`config.mk`:
```
export PLATFORM = sky130hd
export DESIGN_NAME = com_uart_responder
export DESIGN_NICKNAME = d
export VERILOG_FILES = /design/src/rtl/com_uart_responder.sv
export SDC_FILE = /design/constraint.sdc
export NUM_CORES = 1
export LEC_CHECK = 0
export BUFFER_PORTS_ARGS = -buffer_cell sky130_fd_sc_hd__clkbuf_2
export CAP_MARGIN = 20
export CORE_UTILIZATION = 35
export DETAILED_ROUTE_END_ITERATION = 10
export PLACE_DENSITY_LB_ADDON = 0.25
export SYNTH_ARGS = -nofsm -noshare
export SYNTH_HDL_FRONTEND = slang
export SYNTH_SLANG_ARGS = --single-unit
```
`constraint.sdc`:
```
create_clock -name clk -period 2.5 [get_ports clk]
set_input_delay 0.125 -clock clk [delete_from_list [all_inputs] [get_ports clk]]
set_output_delay 0.125 -clock clk [all_outputs]
set_load 0.005 [all_outputs]
```
`src/rtl/com_uart_responder.sv`:
```
// Memory-mapped 8N1 UART responder on the com bus: TX/RX FIFOs, baud timing, sticky errors, interrupt.
// Optional internal loopback (CTRL[3]) is compiled in when COM_UART_LOOPBACK_EN is defined.
module com_uart_responder #(
  parameter logic [7:0] BASE_ADDR  = 8'h10,
  parameter int         CLK_DIV    = 434,
  parameter int         FIFO_DEPTH = 8
) (
  input  logic       clk,
  input  logic       rst,
  input  logic [7:0] com_addr,
  input  logic [7:0] com_wr,
  output logic [7:0] com_rd,
  output logic       com_interrupt,
  output logic       uart_tx,
  input  logic       uart_rx
);

  localparam int CW = $clog2(CLK_DIV);
  localparam int AW = $clog2(FIFO_DEPTH);
  localparam logic [CW-1:0] BIT_LAST  = CW'(CLK_DIV - 1);
  localparam logic [CW-1:0] HALF_LAST = CW'(CLK_DIV / 2 - 1);
  localparam logic [AW:0]   FIFO_FULL = (AW+1)'(FIFO_DEPTH);

  typedef enum logic [1:0] {S_IDLE, S_START, S_DATA, S_STOP} uart_state_t;

  // Bus strobe: a side effect fires once, on the first cycle com_addr lands on one of our
  // four registers with a value different from last cycle; com_rd is valid whenever addressed.
  logic [7:0] prev_addr;
  logic       hit, strobe;
  logic       acc_tx, acc_rx, acc_stat, acc_ctrl;

  assign hit      = (com_addr[7:2] == BASE_ADDR[7:2]);
  assign strobe   = hit && (com_addr != prev_addr);
  assign acc_tx   = strobe && (com_addr[1:0] == 2'd0);
  assign acc_rx   = strobe && (com_addr[1:0] == 2'd1);
  assign acc_stat = strobe && (com_addr[1:0] == 2'd2);
  assign acc_ctrl = strobe && (com_addr[1:0] == 2'd3);

  always_ff @(posedge clk) begin
    if (!rst) prev_addr <= 8'h00;
    else      prev_addr <= com_addr;
  end

  // TX FIFO
  logic [7:0]    tx_mem [FIFO_DEPTH];
  logic [AW-1:0] tx_wp, tx_rp;
  logic [AW:0]   tx_cnt;
  logic          tx_full, tx_empty, tx_push, tx_pop;

  assign tx_full  = (tx_cnt == FIFO_FULL);
  assign tx_empty = (tx_cnt == '0);
  assign tx_push  = acc_tx && !tx_full;

  always_ff @(posedge clk) begin
    if (tx_push) tx_mem[tx_wp] <= com_wr;
  end

  always_ff @(posedge clk) begin
    if (!rst) begin
      tx_wp  <= '0;
      tx_rp  <= '0;
      tx_cnt <= '0;
    end else begin
      if (tx_push) tx_wp <= tx_wp + AW'(1);
      if (tx_pop)  tx_rp <= tx_rp + AW'(1);
      tx_cnt <= tx_cnt + (AW+1)'(tx_push) - (AW+1)'(tx_pop);
    end
  end

  // TX FSM
  uart_state_t tx_state, tx_next;
  logic [CW-1:0] tx_baud;
  logic [2:0]    tx_bit;
  logic [7:0]    tx_shift;
  logic          tx_tick, tx_line, tx_busy;

  assign tx_tick = (tx_baud == BIT_LAST);
  assign tx_busy = (tx_state != S_IDLE);

  always_ff @(posedge clk) begin
    if (!rst) tx_state <= S_IDLE;
    else      tx_state <= tx_next;
  end

  always_comb begin
    tx_next = tx_state;
    case (tx_state)
      S_IDLE:  if (!tx_empty) tx_next = S_START;
      S_START: if (tx_tick) tx_next = S_DATA;
      S_DATA:  if (tx_tick && tx_bit == 3'd7) tx_next = S_STOP;
      S_STOP:  if (tx_tick) tx_next = tx_empty ? S_IDLE : S_START;
      default: tx_next = S_IDLE;
    endcase
  end

  always_comb begin
    tx_pop  = 1'b0;
    tx_line = 1'b1;
    case (tx_state)
      S_IDLE:  tx_pop = !tx_empty;
      S_START: tx_line = 1'b0;
      S_DATA:  tx_line = tx_shift[0];
      S_STOP:  tx_pop = tx_tick && !tx_empty;
      default: tx_line = 1'b1;
    endcase
  end

  always_ff @(posedge clk) begin
    if (!rst) begin
      tx_baud  <= '0;
      tx_bit   <= 3'd0;
      tx_shift <= 8'h00;
    end else if (tx_pop) begin
      tx_shift <= tx_mem[tx_rp];
      tx_baud  <= '0;
      tx_bit   <= 3'd0;
    end else if (tx_state != S_IDLE) begin
      if (tx_tick) begin
        tx_baud <= '0;
        if (tx_state == S_DATA) begin
          tx_shift <= {1'b0, tx_shift[7:1]};
          tx_bit   <= tx_bit + 3'd1;
        end
      end else begin
        tx_baud <= tx_baud + CW'(1);
      end
    end
  end

  // CTRL register and serial routing
  logic       rx_in;
  logic [7:0] ctrl_rd;
`ifdef COM_UART_LOOPBACK_EN
  logic [3:0] ctrl_q;
  always_ff @(posedge clk) begin
    if (!rst)                       ctrl_q <= 4'h0;
    else if (acc_ctrl && com_wr[7]) ctrl_q <= com_wr[3:0];
  end
  assign ctrl_rd = {4'h0, ctrl_q};
  assign uart_tx = ctrl_q[3] ? 1'b1 : tx_line;
  assign rx_in   = ctrl_q[3] ? tx_line : uart_rx;
`else
  logic [2:0] ctrl_q;
  always_ff @(posedge clk) begin
    if (!rst)                       ctrl_q <= 3'h0;
    else if (acc_ctrl && com_wr[7]) ctrl_q <= com_wr[2:0];
  end
  assign ctrl_rd = {5'h00, ctrl_q};
  assign uart_tx = tx_line;
  assign rx_in   = uart_rx;
`endif

  // RX synchroniser; rx_prev gives the falling-edge reference in the synchronised domain
  logic rx_s1, rx_s2, rx_prev, rx_fall;
  always_ff @(posedge clk) begin
    if (!rst) begin
      rx_s1   <= 1'b1;
      rx_s2   <= 1'b1;
      rx_prev <= 1'b1;
    end else begin
      rx_s1   <= rx_in;
      rx_s2   <= rx_s1;
      rx_prev <= rx_s2;
    end
  end
  assign rx_fall = rx_prev && !rx_s2;

  // RX FSM
  uart_state_t rx_state, rx_next;
  logic [CW-1:0] rx_baud;
  logic [2:0]    rx_bit;
  logic [7:0]    rx_shift;
  logic          rx_tick, rx_half, rx_done_ok, frm_set;

  assign rx_tick = (rx_baud == BIT_LAST);
  assign rx_half = (rx_baud == HALF_LAST);

  always_ff @(posedge clk) begin
    if (!rst) rx_state <= S_IDLE;
    else      rx_state <= rx_next;
  end

  always_comb begin
    rx_next = rx_state;
    case (rx_state)
      S_IDLE:  if (rx_fall) rx_next = S_START;
      S_START: if (rx_half) rx_next = rx_s2 ? S_IDLE : S_DATA;
      S_DATA:  if (rx_tick && rx_bit == 3'd7) rx_next = S_STOP;
      S_STOP:  if (rx_tick) rx_next = S_IDLE;
      default: rx_next = S_IDLE;
    endcase
  end

  always_comb begin
    rx_done_ok = 1'b0;
    frm_set    = 1'b0;
    if (rx_state == S_STOP && rx_tick) begin
      rx_done_ok = rx_s2;
      frm_set    = !rx_s2;
    end
  end

  always_ff @(posedge clk) begin
    if (!rst) begin
      rx_baud  <= '0;
      rx_bit   <= 3'd0;
      rx_shift <= 8'h00;
    end else begin
      case (rx_state)
        S_IDLE: begin
          rx_baud <= '0;
          rx_bit  <= 3'd0;
        end
        S_START: rx_baud <= rx_half ? '0 : rx_baud + CW'(1);
        S_DATA: begin
          if (rx_tick) begin
            rx_baud  <= '0;
            rx_shift <= {rx_s2, rx_shift[7:1]};
            rx_bit   <= rx_bit + 3'd1;
          end else begin
            rx_baud <= rx_baud + CW'(1);
          end
        end
        default: rx_baud <= rx_tick ? '0 : rx_baud + CW'(1);
      endcase
    end
  end

  // RX FIFO; a full FIFO drops the incoming byte even if a pop happens the same cycle
  logic [7:0]    rx_mem [FIFO_DEPTH];
  logic [AW-1:0] rx_wp, rx_rp;
  logic [AW:0]   rx_cnt;
  logic          rx_full, rx_empty, rx_push, rx_pop, rx_ovf_set;

  assign rx_full    = (rx_cnt == FIFO_FULL);
  assign rx_empty   = (rx_cnt == '0);
  assign rx_push    = rx_done_ok && !rx_full;
  assign rx_ovf_set = rx_done_ok && rx_full;
  assign rx_pop     = acc_rx && !rx_empty;

  always_ff @(posedge clk) begin
    if (rx_push) rx_mem[rx_wp] <= rx_shift;
  end

  always_ff @(posedge clk) begin
    if (!rst) begin
      rx_wp  <= '0;
      rx_rp  <= '0;
      rx_cnt <= '0;
    end else begin
      if (rx_push) rx_wp <= rx_wp + AW'(1);
      if (rx_pop)  rx_rp <= rx_rp + AW'(1);
      rx_cnt <= rx_cnt + (AW+1)'(rx_push) - (AW+1)'(rx_pop);
    end
  end

  // Sticky flags: a new event wins over a simultaneous W1C clear
  logic frm_err, rx_ovf, tx_ovf;
  always_ff @(posedge clk) begin
    if (!rst) begin
      frm_err <= 1'b0;
      rx_ovf  <= 1'b0;
      tx_ovf  <= 1'b0;
    end else begin
      if (acc_stat) begin
        frm_err <= frm_err & ~com_wr[6];
        rx_ovf  <= rx_ovf  & ~com_wr[5];
        tx_ovf  <= tx_ovf  & ~com_wr[4];
      end
      if (frm_set)            frm_err <= 1'b1;
      if (rx_ovf_set)         rx_ovf  <= 1'b1;
      if (acc_tx && tx_full)  tx_ovf  <= 1'b1;
    end
  end

  logic irq_cond;
  assign irq_cond = (ctrl_q[0] && !rx_empty)
                  | (ctrl_q[1] && tx_empty && !tx_busy)
                  | (ctrl_q[2] && (frm_err || rx_ovf || tx_ovf));

  always_ff @(posedge clk) begin
    if (!rst) com_interrupt <= 1'b0;
    else      com_interrupt <= irq_cond;
  end

  logic [7:0] status;
  assign status = {com_interrupt, frm_err, rx_ovf, tx_ovf, tx_busy, tx_full, !rx_empty, tx_empty};

  always_comb begin
    com_rd = 8'h00;
    if (rst && hit) begin
      case (com_addr[1:0])
        2'd0:    com_rd = status;
        2'd1:    com_rd = rx_empty ? 8'h00 : rx_mem[rx_rp];
        2'd2:    com_rd = status;
        default: com_rd = ctrl_rd;
      endcase
    end
  end

endmodule

```
==> impl_table.tex, run 1 <==
\begin{tabular}{lr}
\hline
Metric & Value \\
\hline
\multicolumn{2}{l}{\textbf{Run status}} \\
Result of the run & finished with violations \\
Violations in the final reports & design-rule violations \\
\multicolumn{2}{l}{\textbf{Logic synthesis}} \\
Warnings, synthesis & 0 \\
Post-synthesis instance area & 0.00921 mm2 \\
Cell types occupying the most area after synthesis & sky130\_fd\_sc\_hd\_\_edfxtp\_1 (42\%), sky130\_fd\_sc\_hd\_\_dfxtp\_1 (19\%), sky130\_fd\_sc\_hd\_\_mux4\_2 (7.8\%) \\
Area share of the largest cell type after synthesis & 41.7\% \\
Async set or reset register ratio after synthesis & 0\% \\
Most instantiated flip-flop cell in the synthesis netlist & sky130\_fd\_sc\_hd\_\_edfxtp\_1 \\
Cells after Synth & 663 \\
Sequential element share of the synthesized area & 60.9\% \\
Synth Register Bits & 216 \\
Number of different library cells in the post-synthesis netlist & 61 \\
Mean instance size in the synthesized netlist & 13.9 um2 \\
Post-synth EDFFs & 128 \\
Nets in the synthesized netlist & 713 \\
Library cell with the largest summed area after synthesis & sky130\_fd\_sc\_hd\_\_edfxtp\_1 \\
\multicolumn{2}{l}{\textbf{Global routing}} \\
Pin count of the biggest net entering global routing & 33 \\
Met3 routing resource usage after global routing & 2.20\% \\
GR peak layer & met2 \\
GR met1 Demand/Resource & $\sim$18\% \\
Antenna violations before repair & 0 \\
Met2 layer usage reported by global route & 25.1\% \\
First-pass GRT wire length & 29700 um \\
Gr usage total & 14.2\% \\
Via count of the first global-routing pass & $\sim$5700 \\
Leftover overflow at the end of global routing & 0 \\
\multicolumn{2}{l}{\textbf{Power and ir drop}} \\
Total power divided by cell area & 760 mW/mm2 \\
Net load switching power & 2.05 mW \\
Max rail drop VDD & 527 uV \\
Power after layout & 8.26 mW \\
Proportion of power drawn by the clock network & 36.7\% \\
Sequential cell fraction of total power & 47.9\% \\
Comb pwr share & 15.4\% \\
Sw frac & between 20\% and 30\% \\
Internal & 6.21 mW \\
Leakage power summed over all cells & $\sim$3.8 nW \\
\multicolumn{2}{l}{\textbf{Place}} \\
Cells after DPL & 1038 \\
Final HPWL DP & 13000 um \\
Routability Congestion & 0.788 \\
Number of buffers added on ports & 28 \\
\multicolumn{2}{l}{\textbf{Timing}} \\
Number of pins exceeding their max-slew limit in the final report & 0 \\
Max Freq & around 420 MHz \\
Post-route clock period utilization & a little over nine tenths \\
Count of endpoints failing setup in the final report & 0 \\
Post-layout min period & 2.40 ns \\
Worst relative slew slack & 50.5\% \\
Final clock skew & slightly above 0.01 ns \\
Transition time of the tightest slew-check pin & 0.741 ns \\
Hold slack & 0.0494 ns \\
Final number of hold-violating endpoints & 0 \\
\multicolumn{2}{l}{\textbf{Clock tree}} \\
CTS tree & built \\
Maximum level of the CTS H-tree & 1 \\
Largest buffer count on any clock path & 3 \\
Clock-pin slew reported for the worst setup and hold paths after clock tree synthesis & 0.06 ns \\
\# clock sinks & between 200 and 250 \\
Root Buffer Master & sky130\_fd\_sc\_hd\_\_clkbuf\_16 \\
CTS Buf Count & 23 \\
Clock Latency Late Sink & 0.50 ns \\
\multicolumn{2}{l}{\textbf{Floorplan}} \\
Area of the die & 0.0270 mm2 \\
Placeable Area & about 0.026 mm2 \\
Initial Utilization & a little over a third \\
Die outline height & 164 um \\
Die Width & roughly 160 um \\
Num ports & 29 \\
Num rows & roughly 60 \\
\multicolumn{2}{l}{\textbf{Setup path}} \\
Data arrival time at the worst-slack endpoint & 2.79 ns \\
CP endpoint & tx\_cnt[2]\$\_SDFF\_PN0\_ \\
FF-to-FF setup slack & roughly 0.11 ns \\
Worst reg2reg path startpoint & tx\_baud[1]\$\_SDFFE\_PP0N\_ \\
Maximum fanout along the worst path & 5 \\
Required time worst endpoint & between 2 and 3 ns \\
Critical register-to-register path endpoint & tx\_cnt[2]\$\_SDFF\_PN0\_ \\
Reg2Reg Depth & 11 \\
Startpoint type of the worst setup path & primary input \\
Kind of critical path & primary input to flip-flop \\
Crit. Startpoint & com\_addr[5] \\
Category of the worst setup path capture point & flip-flop \\
\multicolumn{2}{l}{\textbf{Layout}} \\
Layout Area Growth over Synthesis & 18.0\% \\
Fraction of final layout cells with drive strength greater than 1 & 21.8\% \\
Count of filler cells inserted in the layout & 2367 \\
Multi-input combinational cell area & between 0.003 and 0.004 mm2 \\
Total inserted antenna cells & 0 \\
Final Non-Filler Cells & 1100 \\
Total number of nets in the final design & between 700 and 800 \\
Sequential cell area & 0.00561 mm2 \\
\multicolumn{2}{l}{\textbf{Route}} \\
Wirelength, routed & 18700 um \\
Via density & 4.93 \\
Mean routed wirelength per cell & 17.0 um \\
Number of nets still failing antenna checks after routing & 0 \\
Iteration-0 DRC count of the detailed router & 342 \\
First-pass iteration count of the detailed router & 7 \\
Count of vias placed by the detailed router & around 5400 \\
Number of remaining DRC errors & 2 \\
\multicolumn{2}{l}{\textbf{Job}} \\
Number of maximum-capacitance constraint violations & 0 \\
\multicolumn{2}{l}{\textbf{Hold path}} \\
Hold WC Path Type & primary input to flip-flop \\
\hline
\end{tabular}
critical path: stages:
cell and delay, ns:
sky130_fd_sc_hd__dlygate4sd3_1 0.61, sky130_fd_sc_hd__nor4b_4 0.35, sky130_fd_sc_hd__and3_4 0.26, sky130_fd_sc_hd__o211a_4 0.19
sky130_fd_sc_hd__inv_2 0.04, sky130_fd_sc_hd__ha_1 0.27, sky130_fd_sc_hd__inv_1 0.04, sky130_fd_sc_hd__ha_1 0.20
sky130_fd_sc_hd__fa_1 0.38, sky130_fd_sc_hd__xor2_1 0.16, sky130_fd_sc_hd__and2_1 0.15
cell families (layout without fill, tap and decap cells):
kind of cell    Yosys count  in the layout  synth area share [%]
compound gates           64             64                  5.56
simple gates            199            199                  11.8
buf+inv                  52            154                  2.38
mux                      68             68                  11.9
fa+ha+maj                31             31                  4.38
xor+xnor                 33             33                  3.14
flops                   216            216                  60.9
cells in the final DEF, fill, tap and decap left out, types with 15 or more instances in the layout:
master,Yosys,final
sky130_fd_sc_hd__clkbuf_2,1,26
sky130_fd_sc_hd__and2_1,22,22
sky130_fd_sc_hd__xnor2_1,24,24
sky130_fd_sc_hd__nor2b_1,15,15
sky130_fd_sc_hd__mux4_2,32,32
sky130_fd_sc_hd__nand2_1,44,43
sky130_fd_sc_hd__mux2i_1,27,27
sky130_fd_sc_hd__nor2_1,51,51
sky130_fd_sc_hd__edfxtp_1,128,128
sky130_fd_sc_hd__ha_1,29,27
sky130_fd_sc_hd__inv_1,25,23
sky130_fd_sc_hd__buf_4,4,43
sky130_fd_sc_hd__dlygate4sd3_1,0,15
sky130_fd_sc_hd__clkbuf_16,0,23
sky130_fd_sc_hd__dfxtp_1,88,86
sequential cells by signal, summed over array words and instances, names as in the netlist, 4 cells and up, named ones only:
signal / cells
prev_addr: 8
rx_baud: 9
rx_shift: 8
tx_baud: 9
tx_mem: 64
tx_shift: 8
rx_mem: 64
tx_cnt: 4
rx_cnt: 4
how the worst min path moves through the flow:
stage | start | end | slack [ns] | depth (start not counted)
4_1_cts | com_addr[1] | tx_ovf$_SDFFE_PN0P_ | 0.03 | 3
2_1_floorplan | com_wr[0] | tx_mem[0][0]$_DFFE_PP_ | 0.22 | 0
3_5_place_dp | uart_rx | rx_s1$_SDFF_PN1_ | 0.31 | 2
5_1_grt | com_addr[1] | tx_ovf$_SDFFE_PN0P_ | 0.05 | 3
6_report | com_addr[1] | tx_ovf$_SDFFE_PN0P_ | 0.05 | 3
3_3_place_gp | uart_rx | rx_s1$_SDFF_PN1_ | 0.32 | 2
synthesized netlist by cell type (all sizes together) (11+ instances only):
cell type	instances
a21oi	14
nand3	14
nor2	51
mux4	32
ha	29
nand2	44
edfxtp	128
dfxtp	88
nor2b	15
clkbuf	13
xnor2	24
inv	26
and2	22
a21boi	12
buf	13
mux2i	27
nor3	11
per-layer routing:
metal | vias to the layer above | wire length [um]
met2 | 62 | 9600
li1 | 2622 | -
met1 | 2703 | 8200
met4 | 0 | 386
met3 | 34 | 537
met5 | - | 0
per-stage QoR:
| stage | setup TNS, ns | setup slack (ns) | util, % | area [um2] |
|---|---|---|---|---|
| 6_report | 0 | 0.103 | 41.9 | 10900 |
| 5_1_grt | -0.00127 | -0.00127 | 41.9 | 10900 |
| 4_1_cts | 0 | 0.0194 | 41.6 | 10800 |
| 3_5_place_dp | 0 | 0.00286 | 38.4 | 9940 |
| 3_3_place_gp | 0 | 0.0668 | 38.4 | 9940 |
| 2_1_floorplan | 0 | 0.0161 | - | 9210 |
what timing repair did:
item                                   in CTS  in global routing
buffers inserted                            0                  6
gates resized for setup                     2                 14
setup endpoints to repair                   2                  6
pin swaps                                   1                  4
hold buffers                               16                  0
endpoints found under the hold margin      73                  0
final cells by class:
type | instances | area share (%)
Sequential cell | 216 | 51.6
Multi-Input combinational cell | 395 | 31.6
Timing Repair Buffer | 86 | 5.85
Clock buffer | 32 | 5.70
Tap cell | 335 | 3.86
Inverter | 26 | 0.898
Clock inverter | 10 | 0.461
power by group through the flow:
stage                     combinational, mW  sequential (mW)  clock (mW)
after CTS                              1.27             3.96        3.10
after detailed placement               1.24             4.03           0
final                                  1.27             3.96        3.03
after global routing                   1.43             3.97        3.23
after floorplan                       0.919             3.99           0
after global placement                 1.19             4.03           0
(Power assumes the default switching activity.)
==> run 2, diff against run 1 <==
--- a/config.mk
+++ b/config.mk
@@ -9,7 +9,7 @@
 export CAP_MARGIN = 20
 export CORE_UTILIZATION = 35
 export DETAILED_ROUTE_END_ITERATION = 10
-export PLACE_DENSITY_LB_ADDON = 0.25
+export PLACE_DENSITY = 0.56
 export SYNTH_ARGS = -nofsm -noshare
 export SYNTH_HDL_FRONTEND = slang
 export SYNTH_SLANG_ARGS = --single-unit
==> impl_table.tex, run 2 (synthesis results as in run 1) <==
\begin{tabular}{lr}
\hline
Metric & Value \\
\hline
\multicolumn{2}{l}{\textbf{Layout}} \\
Most frequent standard cell in the layout excluding fill and tap cells & sky130\_fd\_sc\_hd\_\_edfxtp\_1 (unchanged) \\
Fraction of final layout cells with drive strength greater than 1 & 21.9\% (was 21.8\%) \\
Multi-input combinational cell area & 0.00343 mm2 (was 0.00344 mm2) \\
Layout Area Growth over Synthesis & 18.3\% (was 18.0\%) \\
Total inserted antenna cells & 0 (unchanged) \\
Total number of nets in the final design & 795 (was 798) \\
Sequential cell area & 0.00561 mm2 (about the same) \\
Count of filler cells inserted in the layout & 2340 (was 2367) \\
Final Non-Filler Cells & 1096 (was 1100) \\
Commonest cells after routing, fill and taps aside & sky130\_fd\_sc\_hd\_\_edfxtp\_1 (128), sky130\_fd\_sc\_hd\_\_dfxtp\_1 (85), sky130\_fd\_sc\_hd\_\_nor2\_1 (51) (was sky130\_fd\_sc\_hd\_\_edfxtp\_1 (128), sky130\_fd\_sc\_hd\_\_dfxtp\_1 (86), sky130\_fd\_sc\_hd\_\_nor2\_1 (51)) \\
Top flop regs & rx\_mem x64, tx\_mem x64 (unchanged) \\
\multicolumn{2}{l}{\textbf{Route}} \\
Via density & 4.91 (was 4.93) \\
Routed metal-1 wire length & 8030 um (was 8200 um) \\
Number of remaining DRC errors & 0 (was 2) \\
Wirelength, routed & 18400 um (was 18700 um) \\
Top layer in use & met4 (unchanged) \\
Count of vias placed by the detailed router & 5381 (was 5421) \\
Met2 Routed Length & 9450 um (was 9600 um) \\
First-pass iteration count of the detailed router & 4 (was 7) \\
Total met3 wirelength after detailed routing & 532 um (was 537 um) \\
Iteration-0 DRC count of the detailed router & 304 (was 342) \\
Number of nets still failing antenna checks after routing & 0 (unchanged) \\
Mean routed wirelength per cell & 16.8 um (was 17.0 um) \\
\multicolumn{2}{l}{\textbf{Job}} \\
Number of maximum-capacitance constraint violations & 0 (unchanged) \\
\multicolumn{2}{l}{\textbf{Timing}} \\
Final-layout setup total negative slack & 0 ns (unchanged) \\
Number of pins exceeding their max-slew limit in the final report & 0 (unchanged) \\
Count of endpoints failing setup in the final report & 0 (unchanged) \\
Transition time of the tightest slew-check pin & 0.668 ns (was 0.741 ns) \\
Final clock skew & 0.0186 ns (was 0.0101 ns) \\
Post-layout min period & 2.42 ns (was 2.40 ns) \\
Unrepaired setup endpoints after global routing & true \\
Final number of hold-violating endpoints & 0 (unchanged) \\
Worst relative slew slack & 55.4\% (was 50.5\%) \\
Max Freq & 414 MHz (was 417 MHz) \\
Post-route clock period utilization & 96.6\% (was 95.9\%) \\
\multicolumn{2}{l}{\textbf{Clock tree}} \\
CTS tree & built (unchanged) \\
\# clock sinks & 216 (unchanged) \\
Root Buffer Master & sky130\_fd\_sc\_hd\_\_clkbuf\_16 (unchanged) \\
Largest buffer count on any clock path & 3 (unchanged) \\
CTS Buf Count & 23 (unchanged) \\
Clock Latency Late Sink & 0.50 ns (about the same) \\
Clock-pin slew reported for the worst setup and hold paths after clock tree synthesis & 0.06 ns (about the same) \\
Maximum level of the CTS H-tree & 1 (unchanged) \\
\multicolumn{2}{l}{\textbf{Hold path}} \\
Hold WC Path Type & primary input to flip-flop (unchanged) \\
\multicolumn{2}{l}{\textbf{Global routing}} \\
Pin count of the biggest net entering global routing & 55 (was 33) \\
Via count of the first global-routing pass & 5500 (was 5650) \\
Gr usage total & 14.0\% (was 14.2\%) \\
Leftover overflow at the end of global routing & 0 (unchanged) \\
Antenna violations before repair & 0 (unchanged) \\
First-pass GRT wire length & 29100 um (was 29700 um) \\
\multicolumn{2}{l}{\textbf{Power and ir drop}} \\
Leakage power summed over all cells & 3.83 nW (about the same) \\
Net load switching power & 2.05 mW (about the same) \\
Internal & 6.37 mW (was 6.21 mW) \\
Sequential cell fraction of total power & 47.1\% (was 47.9\%) \\
Sw frac & 24.4\% (was 24.8\%) \\
Total power divided by cell area & 773 mW/mm2 (was 760 mW/mm2) \\
Proportion of power drawn by the clock network & 38.2\% (was 36.7\%) \\
Comb pwr share & 14.7\% (was 15.4\%) \\
Max rail drop VDD & 509 uV (was 527 uV) \\
\multicolumn{2}{l}{\textbf{Floorplan}} \\
Die Width & 164 um (unchanged) \\
Num ports & 29 (unchanged) \\
Initial Utilization & 35.5\% (unchanged) \\
Num rows & 59 (unchanged) \\
Area of the die & 0.0270 mm2 (unchanged) \\
Die outline height & 164 um (unchanged) \\
Placeable Area & 0.0259 mm2 (unchanged) \\
\multicolumn{2}{l}{\textbf{Place}} \\
Final HPWL DP & 12700 um (was 13000 um) \\
Cells after DPL & 1034 (was 1038) \\
Routability Congestion & 0.773 (was 0.788) \\
Number of buffers added on ports & 28 (unchanged) \\
\multicolumn{2}{l}{\textbf{Setup path}} \\
Startpoint type of the worst setup path & primary input (unchanged) \\
Data arrival time at the worst-slack endpoint & 2.80 ns (was 2.79 ns) \\
Kind of critical path & primary input to flip-flop (unchanged) \\
Maximum fanout along the worst path & 5 (unchanged) \\
Required time worst endpoint & 2.88 ns (was 2.89 ns) \\
Category of the worst setup path capture point & flip-flop (unchanged) \\
\multicolumn{2}{l}{\textbf{Run status}} \\
Result of the run & completed (was finished with violations) \\
\hline
\end{tabular}
-- run 2: cell types whose count changed in the layout (fill, tap and decap cells not counted), sizes merged --
cell / change
dlygate4sd3: +2
buf: -6
clkbuf: -1
inv: -1
clkinvlp: +2
dlymetal6s4s: -1
bufinv: +2
clkinv: -1
-- run 2: critical path, cell delays in order --
cell and delay (ns):
sky130_fd_sc_hd__dlygate4sd3_1 0.54, sky130_fd_sc_hd__clkbuf_2 0.15, sky130_fd_sc_hd__nor4b_4 0.34, sky130_fd_sc_hd__and3_4 0.24, sky130_fd_sc_hd__o211a_4 0.19, sky130_fd_sc_hd__inv_2 0.04
sky130_fd_sc_hd__ha_1 0.26, sky130_fd_sc_hd__inv_1 0.04, sky130_fd_sc_hd__ha_1 0.21, sky130_fd_sc_hd__fa_2 0.34, sky130_fd_sc_hd__xor2_1 0.16, sky130_fd_sc_hd__and2_1 0.16
-- run 2: what timing repair did --
| item | in CTS | in global routing |
|---|---|---|
| hold buffers | 17 | 0 |
| pin swaps | 0 | 6 |
| hold endpoints to repair | 74 | 0 |
| buffers inserted | 0 | 4 |
| setup endpoints to repair | 2 | 4 |
| gates cloned | 0 | 0 |
| resized for setup | 2 | 13 |
-- run 2: final timing paths --
path                                      startpoint                    end  depth (start not counted)  slack (ns)
worst max-delay path                     com_addr[5]   tx_cnt[2]$_SDFF_PN0_                         12        0.08
worst min-delay path                             rst  tx_wp[2]$_SDFFE_PN0P_                          2        0.15
worst max register to register  rx_cnt[2]$_SDFF_PN0_   rx_cnt[2]$_SDFF_PN0_                         12        0.12
worst min register to register      rx_s1$_SDFF_PN1_       rx_s2$_SDFF_PN1_                          1        0.41
-- run 2: stage by stage --
step / power (mW) / util (%) / setup slack (ns) / hold WS (ns) / cell area [um2]
final: 8.42 / 42.0 / 0.0847 / 0.150 / 10900
after global routing: 8.80 / 42.0 / -0.0176 / 0.156 / 10900
after CTS: 8.52 / 41.7 / 0.00333 / 0.139 / 10800
after detailed placement: 5.26 / 38.3 / -0.0114 / 0.311 / 9930
after global placement: 5.20 / 38.3 / 0.0673 / 0.312 / 9930
after floorplan: 4.91 / - / 0.0161 / 0.224 / 9210
-- run 2: layer usage --
metal / GRT usage (%) / vias to the layer above
li1: - / 2605
met1: 17.0 / 2677
met2: 25.7 / 66
met3: 2.15 / 33
met4: 3.58 / 0
met5: 0 / -
-- run 2: power groups by stage --
stage / Clock (mW) / Combinational, mW / Sequential (mW)
after floorplan: 0 / 0.919 / 3.99
after global placement: 0 / 1.16 / 4.04
after detailed placement: 0 / 1.22 / 4.04
after CTS: 3.30 / 1.25 / 3.97
after global routing: 3.42 / 1.40 / 3.98
final: 3.21 / 1.24 / 3.97
-- run 2: final cells by class --
type | count | share of cell area, %
sequential | 216 | 51.5
multi-input combinational | 395 | 31.5
timing repair buffer | 83 | 5.70
clock buffer | 29 | 5.49
tap | 335 | 3.85
clock inverter | 12 | 1.02
inverter | 26 | 0.896
==> run 3, diff against run 2 <==
--- a/config.mk
+++ b/config.mk
@@ -5,6 +5,7 @@
 export SDC_FILE = /design/constraint.sdc
 export NUM_CORES = 1
 export LEC_CHECK = 0
+export ABC_AREA = 1
 export BUFFER_PORTS_ARGS = -buffer_cell sky130_fd_sc_hd__clkbuf_2
 export CAP_MARGIN = 20
 export CORE_UTILIZATION = 35
==> impl_table.tex, run 3 <==
\begin{tabular}{lr}
\hline
Metric & Value \\
\hline
\multicolumn{2}{l}{\textbf{Hold path}} \\
Hold WC Path Type & primary input to flip-flop (unchanged) \\
Cell count of the worst hold path & 3 (was 2) \\
\multicolumn{2}{l}{\textbf{Clock tree}} \\
Clock-pin slew reported for the worst setup and hold paths after clock tree synthesis & 0.06 ns (about the same) \\
CTS tree & built (unchanged) \\
Maximum level of the CTS H-tree & 1 (unchanged) \\
CTS Buf Count & 25 (was 23) \\
\# clock sinks & 216 (unchanged) \\
Clock Latency Late Sink & 0.51 ns (was 0.50 ns) \\
Root Buffer Master & sky130\_fd\_sc\_hd\_\_clkbuf\_16 (unchanged) \\
Largest buffer count on any clock path & 3 (unchanged) \\
\multicolumn{2}{l}{\textbf{Logic synthesis}} \\
Main combinational cell family by area after synthesis & simple AND/OR/NAND/NOR gates (was multiplexers) \\
Mean instance size in the synthesized netlist & 9.73 um2 (was 13.9 um2) \\
Share of synthesized area spent on multiplexers & 0\% (was 11.9\%) \\
Complex-gate fraction of the synthesized area & 9.57\% (was 5.56\%) \\
Synth Register Bits & 216 (unchanged) \\
Most instantiated flip-flop cell in the synthesis netlist & sky130\_fd\_sc\_hd\_\_edfxtp\_1 (unchanged) \\
Nets in the synthesized netlist & 1024 (was 713) \\
Sequential element share of the synthesized area & 59.1\% (was 60.9\%) \\
Adder and majority cell fraction of the synthesized area & 4.25\% (was 4.38\%) \\
Number of different library cells in the post-synthesis netlist & 46 (was 61) \\
XOR/XNOR Fraction of Synth Area & 1.39\% (was 3.14\%) \\
Area share of the largest cell type after synthesis & 40.6\% (was 41.7\%) \\
Post-synth EDFFs & 128 (unchanged) \\
Cells after Synth & 974 (was 663) \\
Library cell with the largest summed area after synthesis & sky130\_fd\_sc\_hd\_\_edfxtp\_1 (unchanged) \\
Warnings, synthesis & 0 (unchanged) \\
Cell types occupying the most area after synthesis & sky130\_fd\_sc\_hd\_\_edfxtp\_1 (41\%), sky130\_fd\_sc\_hd\_\_dfxtp\_1 (19\%), sky130\_fd\_sc\_hd\_\_nand2\_1 (6.3\%) (was sky130\_fd\_sc\_hd\_\_edfxtp\_1 (42\%), sky130\_fd\_sc\_hd\_\_dfxtp\_1 (19\%), sky130\_fd\_sc\_hd\_\_mux4\_2 (7.8\%)) \\
Simple-gate share of the synthesized area & 20.0\% (was 11.8\%) \\
Post-synthesis instance area & 0.00948 mm2 (was 0.00921 mm2) \\
Async set or reset register ratio after synthesis & 0\% (unchanged) \\
Top cell types by occurrence after synthesis & sky130\_fd\_sc\_hd\_\_nand2\_1 (159), sky130\_fd\_sc\_hd\_\_nor2\_1 (156), sky130\_fd\_sc\_hd\_\_edfxtp\_1 (128) (was sky130\_fd\_sc\_hd\_\_edfxtp\_1 (128), sky130\_fd\_sc\_hd\_\_dfxtp\_1 (88), sky130\_fd\_sc\_hd\_\_nor2\_1 (51)) \\
Most numerous cell in the Yosys netlist & sky130\_fd\_sc\_hd\_\_nand2\_1 (was sky130\_fd\_sc\_hd\_\_edfxtp\_1) \\
\multicolumn{2}{l}{\textbf{Timing}} \\
Post-layout min period & 2.35 ns (was 2.42 ns) \\
Final-layout setup total negative slack & 0 ns (unchanged) \\
Max Freq & 426 MHz (was 414 MHz) \\
Worst relative slew slack & 51.8\% (was 55.4\%) \\
Transition time of the tightest slew-check pin & 0.722 ns (was 0.668 ns) \\
Unrepaired setup endpoints after global routing & false (was true) \\
Post-route clock period utilization & 93.9\% (was 96.6\%) \\
Count of endpoints failing setup in the final report & 0 (unchanged) \\
Final clock skew & 0.0153 ns (was 0.0186 ns) \\
Final number of hold-violating endpoints & 0 (unchanged) \\
Number of pins exceeding their max-slew limit in the final report & 0 (unchanged) \\
Hold slack & 0.328 ns (was 0.150 ns) \\
\multicolumn{2}{l}{\textbf{Route}} \\
Iteration-0 DRC count of the detailed router & 419 (was 304) \\
Count of vias placed by the detailed router & 6552 (was 5381) \\
Via density & 4.69 (was 4.91) \\
Number of remaining DRC errors & 2 (was 0) \\
Number of nets still failing antenna checks after routing & 0 (unchanged) \\
First-pass iteration count of the detailed router & 8 (was 4) \\
Wirelength, routed & 20100 um (was 18400 um) \\
Mean routed wirelength per cell & 14.3 um (was 16.8 um) \\
\multicolumn{2}{l}{\textbf{Global routing}} \\
Pin count of the biggest net entering global routing & 34 (was 55) \\
Met3 routing resource usage after global routing & 2.12\% (was 2.15\%) \\
Leftover overflow at the end of global routing & 0 (unchanged) \\
Antenna violations before repair & 0 (unchanged) \\
Met2 layer usage reported by global route & 25.4\% (was 25.7\%) \\
GR met1 Demand/Resource & 19.2\% (was 17.0\%) \\
First-pass GRT wire length & 32900 um (was 29100 um) \\
Gr usage total & 14.7\% (was 14.0\%) \\
Via count of the first global-routing pass & 6322 (was 5500) \\
GR peak layer & met2 (unchanged) \\
\multicolumn{2}{l}{\textbf{Setup path}} \\
Critical register-to-register path endpoint & tx\_cnt[2]\$\_SDFF\_PN0\_ (was rx\_cnt[2]\$\_SDFF\_PN0\_) \\
Kind of critical path & flip-flop to primary output (was primary input to flip-flop) \\
CP endpoint & com\_rd[0] (was tx\_cnt[2]\$\_SDFF\_PN0\_) \\
Required time worst endpoint & 2.38 ns (was 2.88 ns) \\
Kind of cell with the highest combined delay on the critical path & buffers and inverters (was adder cells) \\
Data arrival time at the worst-slack endpoint & 2.22 ns (was 2.80 ns) \\
Category of the worst setup path capture point & primary output (was flip-flop) \\
Reg2Reg Depth & 14 (was 12) \\
Crit path cell chain & inv\_1, buf\_4, nor2\_1, o211ai\_1, nand3\_1, a31oi\_1, clkbuf\_2 (was dlygate4sd3\_1, clkbuf\_2, nor4b\_4, and3\_4, o211a\_4, inv\_2, ha\_1, inv\_1, ha\_1, fa\_2, xor2\_1, and2\_1) \\
Delay of the slowest cell on the worst path & 0.31 ns (was 0.54 ns) \\
Worst reg2reg path startpoint & tx\_baud[1]\$\_SDFFE\_PP0N\_ (was rx\_cnt[2]\$\_SDFF\_PN0\_) \\
Startpoint type of the worst setup path & flip-flop (was primary input) \\
Number of buffers and inverters on the critical path & 3 (was 4) \\
Maximum fanout along the worst path & 20 (was 5) \\
FF-to-FF setup slack & 0.21 ns (was 0.12 ns) \\
WP depth & 7 (was 12) \\
Slowest stage cell on the critical path & sky130\_fd\_sc\_hd\_\_dfxtp\_1 (was sky130\_fd\_sc\_hd\_\_dlygate4sd3\_1) \\
\multicolumn{2}{l}{\textbf{Layout}} \\
Design Area, Final & 0.0111 mm2 (was 0.0109 mm2) \\
Count of filler cells inserted in the layout & 2510 (was 2340) \\
Layout Area Growth over Synthesis & 17.4\% (was 18.3\%) \\
Fraction of final layout cells with drive strength greater than 1 & 12.9\% (was 21.9\%) \\
Commonest cells after routing, fill and taps aside & sky130\_fd\_sc\_hd\_\_nand2\_1 (159), sky130\_fd\_sc\_hd\_\_nor2\_1 (156), sky130\_fd\_sc\_hd\_\_edfxtp\_1 (128) (was sky130\_fd\_sc\_hd\_\_edfxtp\_1 (128), sky130\_fd\_sc\_hd\_\_dfxtp\_1 (85), sky130\_fd\_sc\_hd\_\_nor2\_1 (51)) \\
Sequential cell area & 0.00561 mm2 (about the same) \\
Top flop regs & rx\_mem x64, tx\_mem x64 (unchanged) \\
Most frequent standard cell in the layout excluding fill and tap cells & sky130\_fd\_sc\_hd\_\_nand2\_1 (was sky130\_fd\_sc\_hd\_\_edfxtp\_1) \\
Total number of nets in the final design & 1094 (was 795) \\
Multi-input combinational cell area & 0.00335 mm2 (was 0.00343 mm2) \\
Final Non-Filler Cells & 1398 (was 1096) \\
Total inserted antenna cells & 0 (unchanged) \\
\multicolumn{2}{l}{\textbf{Power and ir drop}} \\
Max rail drop VDD & 486 uV (was 509 uV) \\
Power after layout & 9.10 mW (was 8.42 mW) \\
Total power divided by cell area & 818 mW/mm2 (was 773 mW/mm2) \\
Leakage power summed over all cells & 4.15 nW (was 3.83 nW) \\
\multicolumn{2}{l}{\textbf{Run status}} \\
Result of the run & finished with violations (was completed) \\
Violations in the final reports & design-rule violations \\
\multicolumn{2}{l}{\textbf{Place}} \\
Final HPWL DP & 13300 um (was 12700 um) \\
Routability Congestion & 0.768 (was 0.773) \\
Number of buffers added on ports & 28 (unchanged) \\
Post-Place Cell Area & 0.0101 mm2 (was 0.00993 mm2) \\
Cells after DPL & 1332 (was 1034) \\
\multicolumn{2}{l}{\textbf{Floorplan}} \\
Die Width & 167 um (was 164 um) \\
Initial Utilization & 36.1\% (was 35.5\%) \\
Num ports & 29 (unchanged) \\
Num rows & 59 (unchanged) \\
Area of the die & 0.0277 mm2 (was 0.0270 mm2) \\
Die outline height & 167 um (was 164 um) \\
Placeable Area & 0.0263 mm2 (was 0.0259 mm2) \\
\multicolumn{2}{l}{\textbf{Job}} \\
Number of maximum-capacitance constraint violations & 0 (unchanged) \\
\hline
\end{tabular}
[run 3: layer usage]
| layer | wire length (um) | part of all wire, % | up-vias |
|---|---|---|---|
| li1 | - | - | 3432 |
| met1 | 9340 | 47 | 3015 |
| met2 | 9730 | 48 | 74 |
| met3 | 594 | 3.0 | 31 |
| met4 | 399 | 2.0 | 0 |
| met5 | 0 | 0 | - |
[run 3: layout make-up]
cell class              count  share of cell area, %
flip-flops and latches    216                   50.4
multi-input cells         631                   30.1
clock buffers              29                   5.94
repair buffers             77                   5.08
well taps                 335                   3.77
inverters                  93                   3.22
clock inverters            17                   1.48
[run 3: per-stage QoR]
step	utilization [%]	setup WS (ns)
after detailed placement	38.4	0.183
final	42.3	0.153
after floorplan	-	0.0861
after global placement	38.4	0.226
after global routing	42.3	0.00220
after CTS	42.2	0.0667
[run 3: worst min-delay path by stage]
stage | start | endpoint | slack (ns)
2_1_floorplan | com_addr[1] | prev_addr[1]$_SDFF_PN0_ | 0.22
3_3_place_gp | uart_rx | rx_s1$_SDFF_PN1_ | 0.32
6_report | uart_rx | rx_s1$_SDFF_PN1_ | 0.33
5_1_grt | uart_rx | rx_s1$_SDFF_PN1_ | 0.33
4_1_cts | com_wr[2] | tx_mem[3][2]$_DFFE_PP_ | 0.0009
3_5_place_dp | uart_rx | rx_s1$_SDFF_PN1_ | 0.32
[run 3: kinds of logic after synthesis]
logic type                 count (synthesis)
and+or+nand+nor                          426
buffers and inverters                    127
xor gates and xnor gates                  15
DFF                                      216
adders and majority gates                 31
AOI/OAI and AO/OA                        159
[run 3: worst register-to-register path, delay by kind of cell, from the launching register on]
kind	cells	cell delay, ns
XOR/XNOR	1	0.17
flip-flops	1	0.37
buffers and inverters	3	0.20
AND/OR/NAND/NOR	6	0.38
adder cells (fa/ha/maj)	4	1.03
[run 3: power breakdown]
group	total (mW)	switching [mW]	internal, mW
sequential	4.00	0.0961	3.90
combinational	1.49	0.948	0.543
clock	3.61	1.41	2.20
[run 3: repair_timing]
item | in CTS | in global routing
hold endpoints to repair | 67 | 8
endpoints found under the setup margin | 0 | 5
setup buffers | 0 | 2
hold buffers | 17 | 1
resized for setup | 0 | 7
